--- src/rtl/mem_access_unit_if.sv ---
// Data-memory port between the load/store unit and memory.
// The unit drives the request; memory drives acceptance and the response.
interface mem_access_unit_if #(
    parameter int DATA_WIDTH   = 32,
    parameter int ADDRESS_BITS = 32
);
    logic                    memory_read;
    logic                    memory_write;
    logic [ADDRESS_BITS-1:0] memory_address;
    logic [3:0]              memory_byte_en;
    logic [DATA_WIDTH-1:0]   memory_data;
    logic                    memory_req_ready;
    logic                    memory_resp_valid;
    logic [DATA_WIDTH-1:0]   memory_resp_data;

    modport master (
        output memory_read,
        output memory_write,
        output memory_address,
        output memory_byte_en,
        output memory_data,
        input  memory_req_ready,
        input  memory_resp_valid,
        input  memory_resp_data
    );

    modport slave (
        input  memory_read,
        input  memory_write,
        input  memory_address,
        input  memory_byte_en,
        input  memory_data,
        output memory_req_ready,
        output memory_resp_valid,
        output memory_resp_data
    );
endinterface

--- src/rtl/mem_access_unit.sv ---
// Load/store access stage: one registered memory request per instruction,
// aligned and extended load data back to writeback, misaligned-access faults.
module mem_access_unit #(
    parameter int DATA_WIDTH   = 32,
    parameter int ADDRESS_BITS = 32
) (
    input  logic                    clock,
    input  logic                    reset,
    input  logic                    issue_valid,
    output logic                    issue_ready,
    input  logic [DATA_WIDTH-1:0]   ALU_result,
    input  logic                    load,
    input  logic                    store,
    input  logic [1:0]              log2_bytes,
    input  logic                    unsigned_load,
    input  logic [DATA_WIDTH-1:0]   store_data,
    mem_access_unit_if.master       mem,
    output logic                    load_valid,
    output logic [DATA_WIDTH-1:0]   load_data,
    output logic                    misaligned,
    output logic [ADDRESS_BITS-1:0] fault_address,
    output logic                    stall
);

    localparam logic [1:0] IDLE      = 2'd0;
    localparam logic [1:0] REQ       = 2'd1;
    localparam logic [1:0] WAIT_RESP = 2'd2;

    logic [1:0] state;
    logic [1:0] lane_q;
    logic [1:0] size_q;
    logic       uns_q;

    logic                  accept;
    logic                  is_mem;
    logic                  bad_align;
    logic [3:0]            byte_en;
    logic [DATA_WIDTH-1:0] wdata;
    logic [7:0]            rbyte;
    logic [15:0]           rhalf;
    logic [DATA_WIDTH-1:0] rdata;

    assign issue_ready = (state == IDLE) && !reset;
    assign stall       = (state != IDLE) && !reset;
    assign accept      = issue_valid && issue_ready;
    assign is_mem      = load || store;

    always_comb begin
        bad_align = 1'b0;
        byte_en   = 4'b1111;
        wdata     = store_data;
        unique case (log2_bytes)
            2'd0: begin
                byte_en = 4'b0001 << ALU_result[1:0];
                wdata   = {4{store_data[7:0]}};
            end
            2'd1: begin
                bad_align = ALU_result[0];
                byte_en   = 4'b0011 << ALU_result[1:0];
                wdata     = {2{store_data[15:0]}};
            end
            2'd2: begin
                bad_align = (ALU_result[1:0] != 2'b00);
            end
            default: begin
                bad_align = 1'b1;
            end
        endcase
    end

    // Lane selection uses the address latched at issue, not the live ALU bus.
    always_comb begin
        rbyte = mem.memory_resp_data[{lane_q, 3'b000} +: 8];
        rhalf = lane_q[1] ? mem.memory_resp_data[31:16]
                          : mem.memory_resp_data[15:0];
        rdata = mem.memory_resp_data;
        unique case (size_q)
            2'd0: rdata = uns_q ? {{(DATA_WIDTH-8){1'b0}}, rbyte}
                                : {{(DATA_WIDTH-8){rbyte[7]}}, rbyte};
            2'd1: rdata = uns_q ? {{(DATA_WIDTH-16){1'b0}}, rhalf}
                                : {{(DATA_WIDTH-16){rhalf[15]}}, rhalf};
            default: rdata = mem.memory_resp_data;
        endcase
    end

    always_ff @(posedge clock) begin
        if (reset) begin
            state              <= IDLE;
            lane_q             <= 2'b00;
            size_q             <= 2'b00;
            uns_q              <= 1'b0;
            mem.memory_read    <= 1'b0;
            mem.memory_write   <= 1'b0;
            mem.memory_address <= '0;
            mem.memory_byte_en <= 4'b0000;
            mem.memory_data    <= '0;
            load_valid         <= 1'b0;
            load_data          <= '0;
            misaligned         <= 1'b0;
            fault_address      <= '0;
        end else begin
            load_valid <= 1'b0;
            misaligned <= 1'b0;
            unique case (state)
                IDLE: begin
                    if (accept && is_mem) begin
                        if (bad_align) begin
                            misaligned    <= 1'b1;
                            fault_address <= ALU_result[ADDRESS_BITS-1:0];
                        end else begin
                            // A load with store also set wins as a load.
                            mem.memory_read    <= load;
                            mem.memory_write   <= !load;
                            mem.memory_address <=
                                {ALU_result[ADDRESS_BITS-1:2], 2'b00};
                            mem.memory_byte_en <= byte_en;
                            mem.memory_data    <= load ? '0 : wdata;
                            lane_q             <= ALU_result[1:0];
                            size_q             <= log2_bytes;
                            uns_q              <= unsigned_load;
                            state              <= REQ;
                        end
                    end
                end
                REQ: begin
                    if (mem.memory_req_ready) begin
                        mem.memory_read  <= 1'b0;
                        mem.memory_write <= 1'b0;
                        state <= mem.memory_read ? WAIT_RESP : IDLE;
                    end
                end
                WAIT_RESP: begin
                    if (mem.memory_resp_valid) begin
                        load_data  <= rdata;
                        load_valid <= 1'b1;
                        state      <= IDLE;
                    end
                end
                default: state <= IDLE;
            endcase
        end
    end

endmodule

--- src/flat_wrapper.sv ---
// flat-port wrapper written by rule: the top's interface ports become plain ports
module mem_access_unit_flat 
#(
    parameter int DATA_WIDTH   = 32,
    parameter int ADDRESS_BITS = 32
)
  (clock, reset, issue_valid, issue_ready, ALU_result, load, store, log2_bytes, unsigned_load, store_data, load_valid, load_data, misaligned, fault_address, stall, mem_memory_read, mem_memory_write, mem_memory_address, mem_memory_byte_en, mem_memory_data, mem_memory_req_ready, mem_memory_resp_valid, mem_memory_resp_data);
  mem_access_unit_if #(.DATA_WIDTH(DATA_WIDTH), .ADDRESS_BITS(ADDRESS_BITS)) mem_i ();
  input  logic clock;
  input  logic reset;
  input  logic issue_valid;
  output logic issue_ready;
  input  logic [DATA_WIDTH-1:0] ALU_result;
  input  logic load;
  input  logic store;
  input  logic [1:0] log2_bytes;
  input  logic unsigned_load;
  input  logic [DATA_WIDTH-1:0] store_data;
  output logic load_valid;
  output logic [DATA_WIDTH-1:0] load_data;
  output logic misaligned;
  output logic [ADDRESS_BITS-1:0] fault_address;
  output logic stall;
  output wire logic [$bits(mem_i.memory_read)-1:0] mem_memory_read;
  output wire logic [$bits(mem_i.memory_write)-1:0] mem_memory_write;
  output wire logic [$bits(mem_i.memory_address)-1:0] mem_memory_address;
  output wire logic [$bits(mem_i.memory_byte_en)-1:0] mem_memory_byte_en;
  output wire logic [$bits(mem_i.memory_data)-1:0] mem_memory_data;
  input wire logic [$bits(mem_i.memory_req_ready)-1:0] mem_memory_req_ready;
  input wire logic [$bits(mem_i.memory_resp_valid)-1:0] mem_memory_resp_valid;
  input wire logic [$bits(mem_i.memory_resp_data)-1:0] mem_memory_resp_data;
  assign mem_memory_read = mem_i.memory_read;
  assign mem_memory_write = mem_i.memory_write;
  assign mem_memory_address = mem_i.memory_address;
  assign mem_memory_byte_en = mem_i.memory_byte_en;
  assign mem_memory_data = mem_i.memory_data;
  assign mem_i.memory_req_ready = mem_memory_req_ready;
  assign mem_i.memory_resp_valid = mem_memory_resp_valid;
  assign mem_i.memory_resp_data = mem_memory_resp_data;
  mem_access_unit #(.DATA_WIDTH(DATA_WIDTH), .ADDRESS_BITS(ADDRESS_BITS)) u_core (.clock(clock), .reset(reset), .issue_valid(issue_valid), .issue_ready(issue_ready), .ALU_result(ALU_result), .load(load), .store(store), .log2_bytes(log2_bytes), .unsigned_load(unsigned_load), .store_data(store_data), .mem(mem_i), .load_valid(load_valid), .load_data(load_data), .misaligned(misaligned), .fault_address(fault_address), .stall(stall));
endmodule
--- config.mk ---
export PLATFORM = sky130hd
export DESIGN_NAME = mem_access_unit_flat
export DESIGN_NICKNAME = d
export VERILOG_FILES = /design/src/rtl/mem_access_unit_if.sv /design/src/rtl/mem_access_unit.sv /design/src/flat_wrapper.sv
export SDC_FILE = /design/constraint.sdc
export NUM_CORES = 1
export LEC_CHECK = 0
export CELL_PAD_IN_SITES_DETAIL_PLACEMENT = 1
export CELL_PAD_IN_SITES_GLOBAL_PLACEMENT = 1
export CORE_ASPECT_RATIO = 0.5
export CORE_MARGIN = 4
export CORE_UTILIZATION = 31
export DETAILED_ROUTE_END_ITERATION = 8
export PLACE_DENSITY = 0.91
export SETUP_SLACK_MARGIN = 0.15
export SLEW_MARGIN = 20
export SYNTH_ARGS = -nofsm -noshare
export SYNTH_HDL_FRONTEND = slang
export SYNTH_SLANG_ARGS = --single-unit
--- constraint.sdc ---
create_clock -name clock -period 2.55 [get_ports clock]
set_input_delay 0.3825 -clock clock [delete_from_list [all_inputs] [get_ports clock]]
set_output_delay 0.3825 -clock clock [all_outputs]
set_load 0.01 [all_outputs]
==> load_flow_metrics.sql, run 1 <==
INSERT INTO impl_metrics (metric_group, metric, value, unit) VALUES
('route', 'drt_pre_antenna_iters', '5', ''),
('layout', 'nFillCells', '2166', ''),
('timing', 'hold_viol', '0', ''),
('clock_network', 'htreeDepth', '4', ''),
('timing', 'skew', '0.00855', 'ns'),
('placed_design', 'dp_hpwl', '17700', 'microns'),
('logic_synthesis', 'synth_edf_count', '0', ''),
('die', 'chipHeight', '106', 'microns'),
('die', 'core_region_area', '18700', 'sq um'),
('timing', 'setup_viol', '0', ''),
('die', 'fp.dieArea', '21700', 'sq um'),
('grt', 'initial_antenna_violation_count', '0', ''),
('run_status', 'run_status', 'finished, final reports clean', ''),
('logic_synthesis', 'synth_cell_types', '45', ''),
('route', 'postRouteAntennaNets', '0', ''),
('timing', 'final_max_slew_viol_count', '0', ''),
('logic_synthesis', 'syn-cell-area', '5980', 'sq um'),
('critical_path', 'critPathLaunchType', 'flip-flop', ''),
('clock_network', 'cts_setup_buffers', '0', ''),
('logic_synthesis', 'async_reset_ff_share', '0', '%'),
('route', 'initialDrtViolationCount', '318', ''),
('logic_synthesis', 'synthesis.area_per_instance', '8.55', 'sq um'),
('grt', 'grt_pass1_vias', '6531', ''),
('clock_network', 'cts_resized', '0', ''),
('critical_path', 'critPathKind', 'reg -> reg', ''),
('clock_network', 'cts_made_buffers', '17', ''),
('route', 'vias', '6092', ''),
('logic_synthesis', 'ys_ff_latch', '141', ''),
('route', 'route.final.wire_length', '23800', 'microns'),
('logic_synthesis', 'synth_warnings', '0', ''),
('grt', 'grt_start_max_net_pins', '69', ''),
('timing', 'max-slew-margin-rel', '48.6', '%'),
('critical_path', 'crit_fanout', '26', ''),
('logic_synthesis', 'synth-seq-area-share', '47.2', '%'),
('layout', 'commonest_non_fill_non_tap_cells_in_the_layout', 'clkdlybuf4s50_1, dfxtp_1, nand2_1', ''),
('route', 'route.detailed.wl_per_inst', '19.9', 'microns'),
('clock_network', 'cts_root_buf', 'clkbuf_16', ''),
('hold_path', 'min-delay-path-class', 'in -> reg', ''),
('timing', 'post-route-period-util', '84.8', '%'),
('die', 'die_boundary_width', '204', 'microns'),
('grt', 'grt_overflow_total', '0', ''),
('timing', 'max_freq', '0.463', 'GHz'),
('timing', 'time_the_worst_path_needs_with_i_o_delays_and_setup', '2.16', 'ns'),
('clock_network', 'clock_tree.buffer_depth', '2', ''),
('layout', 'num_antenna_cells', '0', ''),
('clock_network', 'cts_hold_bufs', '0', ''),
('critical_path', 'crit_required', '2.82', 'ns'),
('placed_design', 'gp_routability_congestion', '0.863', ''),
('layout', 'nets', '1033', ''),
('grt', 'global_route_wire_length_before_repair', '36800', 'microns'),
('logic_synthesis', 'post_synth_inst_count', '700', ''),
('die', 'num_io_pins', '244', ''),
('layout', 'post_route_cells_drive_above_1_share', '7.56', '%'),
('timing', 'tightest_slew', '0.771', 'ns'),
('pwr', 'p_leak', '3.21', 'nW'),
('layout', 'commonest_non_fill_non_tap_cell_in_the_layout', 'clkdlybuf4s50_1', ''),
('clock_network', 'tritoncts_clock_tree', 'done', ''),
('clock_network', 'clk_transition_reported_paths', '0.06', 'ns'),
('critical_path', 'timing.critical_path.to_type', 'flip-flop', ''),
('clock_network', 'clock_sink_count', '141', ''),
('critical_path', 'worst-endpoint-arrival', '2.43', 'ns'),
('pwr', 'irDropWorstVdd', '0.510', 'mV'),
('placed_design', 'port-buffer-count', '241', ''),
('timing', 'grt_setup_unrepaired', 'no', ''),
('pwr', 'power.density_cell_area', '600', 'nW/um^2'),
('grt', 'grt_usage', '21.5', '%'),
('clock_network', 'clk-insertion-delay-late', '0.42', 'ns'),
('logic_synthesis', 'synth-main-ff-cell', 'dfxtp_1', ''),
('die', 'rows', '35', ''),
('run', 'max_cap_violations', '0', ''),
('timing', 'fin_tns_setup', '0', 'ns'),
('layout', 'area_delta_synth_final', '54.9', '%'),
('die', 'initial_cell_density_of_the_core', '32.1', '%'),
('route', 'route.detailed.vias_per_inst', '5.09', ''),
('pwr', 'total_power', '5.57', 'mW'),
('route', 'remaining_drc_errors', '0', '');
sequential cells by signal, summed over array words and instances (netlist names):
register                   count
u_core.fault_address          32
u_core.misaligned              1
u_core.mem.memory_write        1
u_core.lane_q                  2
u_core.uns_q                   1
u_core.mem.memory_read         1
u_core.load_valid              1
u_core.mem.memory_data        32
u_core.size_q                  2
u_core.mem.memory_address     30
u_core.mem.memory_byte_en      4
u_core.load_data              32
u_core.state                   2
Yosys cell counts, types with 2 or more instances:
| cell type | count | area [sq um] |
|---|---|---|
| dfxtp_1 | 141 | 2820 |
| nand2_1 | 131 | 492 |
| nor2_1 | 92 | 345 |
| a21oi_1 | 64 | 320 |
| mux2i_1 | 45 | 450 |
| clkbuf_1 | 35 | 131 |
| a211oi_1 | 18 | 135 |
| nand2b_1 | 18 | 113 |
| nor3_1 | 14 | 70.1 |
| a32oi_1 | 13 | 114 |
| inv_1 | 11 | 41.3 |
| nand3b_1 | 11 | 82.6 |
| or3_1 | 11 | 68.8 |
| a31oi_1 | 9 | 56.3 |
| buf_6 | 9 | 101 |
| buf_2 | 8 | 40.0 |
| nor2b_1 | 8 | 50.1 |
| o22ai_1 | 8 | 50.1 |
| a211o_1 | 7 | 61.3 |
| a221o_1 | 7 | 70.1 |
| o221a_2 | 7 | 78.8 |
| buf_4 | 5 | 37.5 |
| buf_1 | 3 | 11.3 |
| nand3_1 | 3 | 15.0 |
| nor3b_1 | 2 | 15.0 |
worst max-delay path, stage by stage (launching register included):
cell and delay [ns]:
dfxtp_1 0.38, or4b_4 0.64, a211o_4 0.46, buf_4 0.26, a32oi_1 0.20, nor2_1 0.06
area by class of cell:
type                       count  area (sq um)  area share [%]
clock inverter                13           190            2.05
clock buffer                  18           429            4.63
sequential                   141          2820            30.4
tap                          259           324            3.49
inverter                      11          41.3           0.445
timing repair buffer         267          2660            28.6
multi-input combinational    489          2810            30.3
worst paths after layout:
kind,from,to,slack (ns),cells past startpoint
setup / recovery,u_core.state[1],u_core.mem.memory_data[28],0.39,5
hold / removal,reset,u_core.mem.memory_data[6],0.43,3
setup reg to reg,u_core.state[1],u_core.mem.memory_data[28],0.39,5
hold reg to reg,u_core.mem.memory_address[23],u_core.mem.memory_address[23],0.46,2
kinds of logic (layout without fill, tap and decap cells):
| kind of cell | Yosys count | count (layout) | synth area share, % |
|---|---|---|---|
| AND/OR/NAND/NOR | 294 | 294 | 21.6 |
| AO/OA/AOI/OAI | 147 | 147 | 17.2 |
| flip-flops | 141 | 141 | 47.2 |
| buffers and inverters | 71 | 309 | 6.06 |
| multiplexers | 46 | 46 | 7.90 |
| other | 1 | 2 | 0.0627 |
report_power, final:
group / total, mW / switching, mW / internal [mW]
registers: 2.28 / 0.0306 / 2.25
clock network: 2.65 / 1.01 / 1.64
logic: 0.633 / 0.305 / 0.329
total: 5.57 / 1.35 / 4.22
stage by stage:
step	utilization (%)	instances	cell area, sq um	setup slack [ns]	hold WS, ns
2_1_floorplan	-	701	5990	0.606	0.444
3_3_place_gp	46.4	1167	8650	0.127	0.439
3_5_place_dp	46.4	1167	8650	0.0404	0.448
4_1_cts	49.7	1198	9270	0.369	0.403
5_1_grt	49.7	1198	9270	0.278	0.435
6_report	49.7	1198	9270	0.388	0.434
per-layer routing:
layer	GRT usage, %	up-vias	part of all wire (%)
met4	8.79	0	3.5
li1	-	2870	-
met2	38.8	158	52
met5	0	-	0
met3	4.08	48	4.0
met1	25.0	3016	41
Power figures use the tool's default switching activity.
==> run 2: changes to the inputs <==
- clock period: 2.55 -> 2.05 ns (I/O delays scaled with it)
==> run 2 against run 1 <==
Die area unchanged. Final cell count increased by 1.3%. Sequential cell count unchanged. Clock power increased by 11%. Via count decreased by 0.18%. Maximum frequency increased by 5.9%. Hold slack improved by 0.020 ns. Non-clock buffer count increased by 14. Combinational power increased by 30%. Global-route usage decreased by 0.33 points. Critical path depth unchanged. Largest power group unchanged.
==> load_flow_metrics.sql, run 2 (synthesized netlist as in run 1, its figures left out) <==
INSERT INTO impl_metrics (metric_group, metric, value, unit) VALUES
('layout', 'commonest_non_fill_non_tap_cells_in_the_layout', 'clkdlybuf4s50_1, dfxtp_1, nand2_1', ''),
('critical_path', 'cp_slowest_cell', 'or4b_4', ''),
('placed_design', 'dp_hpwl', '17000', 'microns'),
('grt', 'grt_pass1_vias', '6448', ''),
('route', 'route.detailed.wl_per_inst', '20.0', 'microns'),
('pwr', 'p_leak', '3.28', 'nW'),
('critical_path', 'path_delay_family', 'simple AND/OR/NAND/NOR gates', ''),
('timing', 'tightest_slew', '0.958', 'ns'),
('critical_path', 'max_stage_delay', '0.58', 'ns'),
('layout', 'commonest_non_fill_non_tap_cell_in_the_layout', 'clkdlybuf4s50_1', ''),
('clock_network', 'clock_tree.buffer_depth', '2', ''),
('route', 'remaining_drc_errors', '0', ''),
('timing', 'post-route-period-util', '99.6', '%'),
('route', 'route.final.wire_length', '24200', 'microns'),
('critical_path', 'setup.worst_path.start', 'u_core.state[0]', ''),
('clock_network', 'tritoncts_clock_tree', 'done', ''),
('critical_path', 'timing.critical_path.to_type', 'flip-flop', ''),
('route', 'postRouteAntennaNets', '0', ''),
('clock_network', 'cts_root_buf', 'clkbuf_16', ''),
('hold_path', 'holdPathStages', '2', ''),
('pwr', 'power.density_cell_area', '702', 'nW/um^2'),
('route', 'vias', '6081', ''),
('grt', 'grt_usage', '21.1', '%'),
('clock_network', 'clk-insertion-delay-late', '0.42', 'ns'),
('run_status', 'run_status', 'finished, final reports clean', ''),
('critical_path', 'worst-endpoint-arrival', '2.30', 'ns'),
('layout', 'fin_util', '50.3', '%'),
('clock_network', 'cts_made_buffers', '17', ''),
('clock_network', 'clock_sink_count', '141', ''),
('critical_path', 'critPathLaunchType', 'flip-flop', ''),
('critical_path', 'critPathKind', 'reg -> reg', ''),
('run', 'max_cap_violations', '0', ''),
('hold_path', 'worstHoldEndpoint', 'u_core.mem.memory_address[29]', ''),
('critical_path', 'reg2reg_slack', '0.008', 'ns'),
('layout', 'biggestRegsByFlops', 'u_core.fault_address: 32 flops, u_core.load_data: 32 flops, u_core.mem.memory_data: 32 flops', ''),
('timing', 'hold_viol', '0', ''),
('timing', 'max_freq', '0.490', 'GHz'),
('layout', 'num_antenna_cells', '0', ''),
('hold_path', 'min-delay-path-class', 'reg -> reg', ''),
('critical_path', 'rr_worst_depth', '5', ''),
('timing', 'time_the_worst_path_needs_with_i_o_delays_and_setup', '2.04', 'ns'),
('timing', 'skew', '0.0115', 'ns'),
('route', 'initialDrtViolationCount', '377', ''),
('die', 'rows', '35', ''),
('route', 'route.detailed.vias_per_inst', '5.01', ''),
('layout', 'nFillCells', '2137', ''),
('critical_path', 'crit_fanout', '14', ''),
('hold_path', 'hold_path_startpoint', 'u_core.mem.memory_address[29]', ''),
('timing', 'setup_viol', '0', ''),
('die', 'die_boundary_width', '204', 'microns'),
('layout', 'post_route_cells_drive_above_1_share', '9.43', '%'),
('timing', 'timing.hold.ws', '0.455', 'ns'),
('grt', 'global_route_wire_length_before_repair', '36600', 'microns'),
('grt', 'grt_start_max_net_pins', '90', ''),
('critical_path', 'worst_r2r_endpoint', 'u_core.fault_address[8]', ''),
('grt', 'initial_antenna_violation_count', '0', ''),
('critical_path', 'worstPathBufferInverterCount', '1', ''),
('clock_network', 'clk_transition_reported_paths', '0.06', 'ns'),
('critical_path', 'worst_reg2reg_startpoint', 'u_core.state[0]', ''),
('die', 'num_io_pins', '244', ''),
('pwr', 'irDropWorstVdd', '0.629', 'mV'),
('layout', 'area_delta_synth_final', '56.8', '%'),
('die', 'core_region_area', '18700', 'sq um'),
('die', 'initial_cell_density_of_the_core', '32.1', '%'),
('route', 'drt_pre_antenna_iters', '4', ''),
('placed_design', 'port-buffer-count', '241', ''),
('critical_path', 'worstPathCellList', 'or4b_4, and4bb_4, clkbuf_16, mux2i_1, nor2_1', ''),
('die', 'fp.dieArea', '21700', 'sq um'),
('placed_design', 'gp_routability_congestion', '0.830', ''),
('die', 'chipHeight', '106', 'microns'),
('critical_path', 'crit_required', '2.31', 'ns'),
('layout', 'nets', '1047', ''),
('timing', 'final_max_slew_viol_count', '0', ''),
('timing', 'max-slew-margin-rel', '36.1', '%'),
('grt', 'grt_overflow_total', '0', ''),
('timing', 'grt_setup_unrepaired', 'yes', ''),
('clock_network', 'htreeDepth', '4', '');
==> run 2: cell types whose count changed in the layout (fill, tap and decap cells not counted), sizes merged <==
cell,before,now
buf,27,38
bufinv,4,1
clkbuf,18,22
clkdlybuf4s50,240,238
clkinv,2,8
clkinvlp,4,2
dlygate4sd2,0,2
inv,14,13
==> run 2: worst reg2reg max path: cells and delay by family, from the launching register on <==
family                 cells  cell delay, ns
DFF                        1            0.31
buffers and inverters      1            0.23
and+or+nand+nor            3            1.08
muxes                      1            0.25
==> run 2: area by class of cell <==
class                   instances  area [sq um]  area share (%)
clock inverters                13           118            1.25
clock buffers                  19           433            4.61
repair buffers                281          2810            30.0
multi-input cells             489          2830            30.2
flip-flops and latches        141          2820            30.1
inverters                      11          41.3           0.440
well taps                     259           324            3.45
==> run 2: through the flow <==
step / power [mW] / setup TNS, ns / cell area (sq um) / instances / setup slack (ns)
floorplan: 3.22 / 0 / 6000 / 701 / 0.177
global placement: 3.65 / -17.91 / 8710 / 1176 / -0.230
detailed placement: 3.68 / -23.91 / 8710 / 1176 / -0.359
CTS: 6.62 / 0 / 9270 / 1208 / 0.0448
global route: 6.85 / -0.0295 / 9390 / 1213 / -0.0235
finish: 6.59 / 0 / 9390 / 1213 / 0.00809
==> run 2: worst max-delay path by stage <==
stage / to / cells after the start
floorplan: u_core.fault_address[2] / 7
global placement: u_core.fault_address[17] / 6
detailed placement: u_core.mem.memory_byte_en[3] / 7
CTS: u_core.fault_address[2] / 5
global route: u_core.fault_address[11] / 5
finish: u_core.fault_address[8] / 5
==> run 2: power breakdown <==
| group | leakage [nW] | internal [mW] | switching, mW | total, mW |
|---|---|---|---|---|
| sequential | 1.14 | 2.80 | 0.0368 | 2.83 |
| combinational | 1.88 | 0.432 | 0.394 | 0.826 |
| clock | 0.267 | 1.67 | 1.26 | 2.93 |
| total | 3.28 | 4.90 | 1.69 | 6.59 |
==> run 2: repair_timing <==
action                                  4_1_cts  5_1_grt
hold buffers                                  0        0
endpoints found under the setup margin       48       82
setup buffers                                 0        1
pin swaps                                     1        2
gates resized for setup                       5        8
gates cloned                                  0        4
==> run 2: metal layers <==
metal  up-vias  routed length [microns]  GRT usage [%]
met5         -                        0              0
met4         0                      869           8.70
met3        51                      992           4.02
met2       166                    12400           37.8
met1      2966                     9980           24.9
li1       2898                        -              -
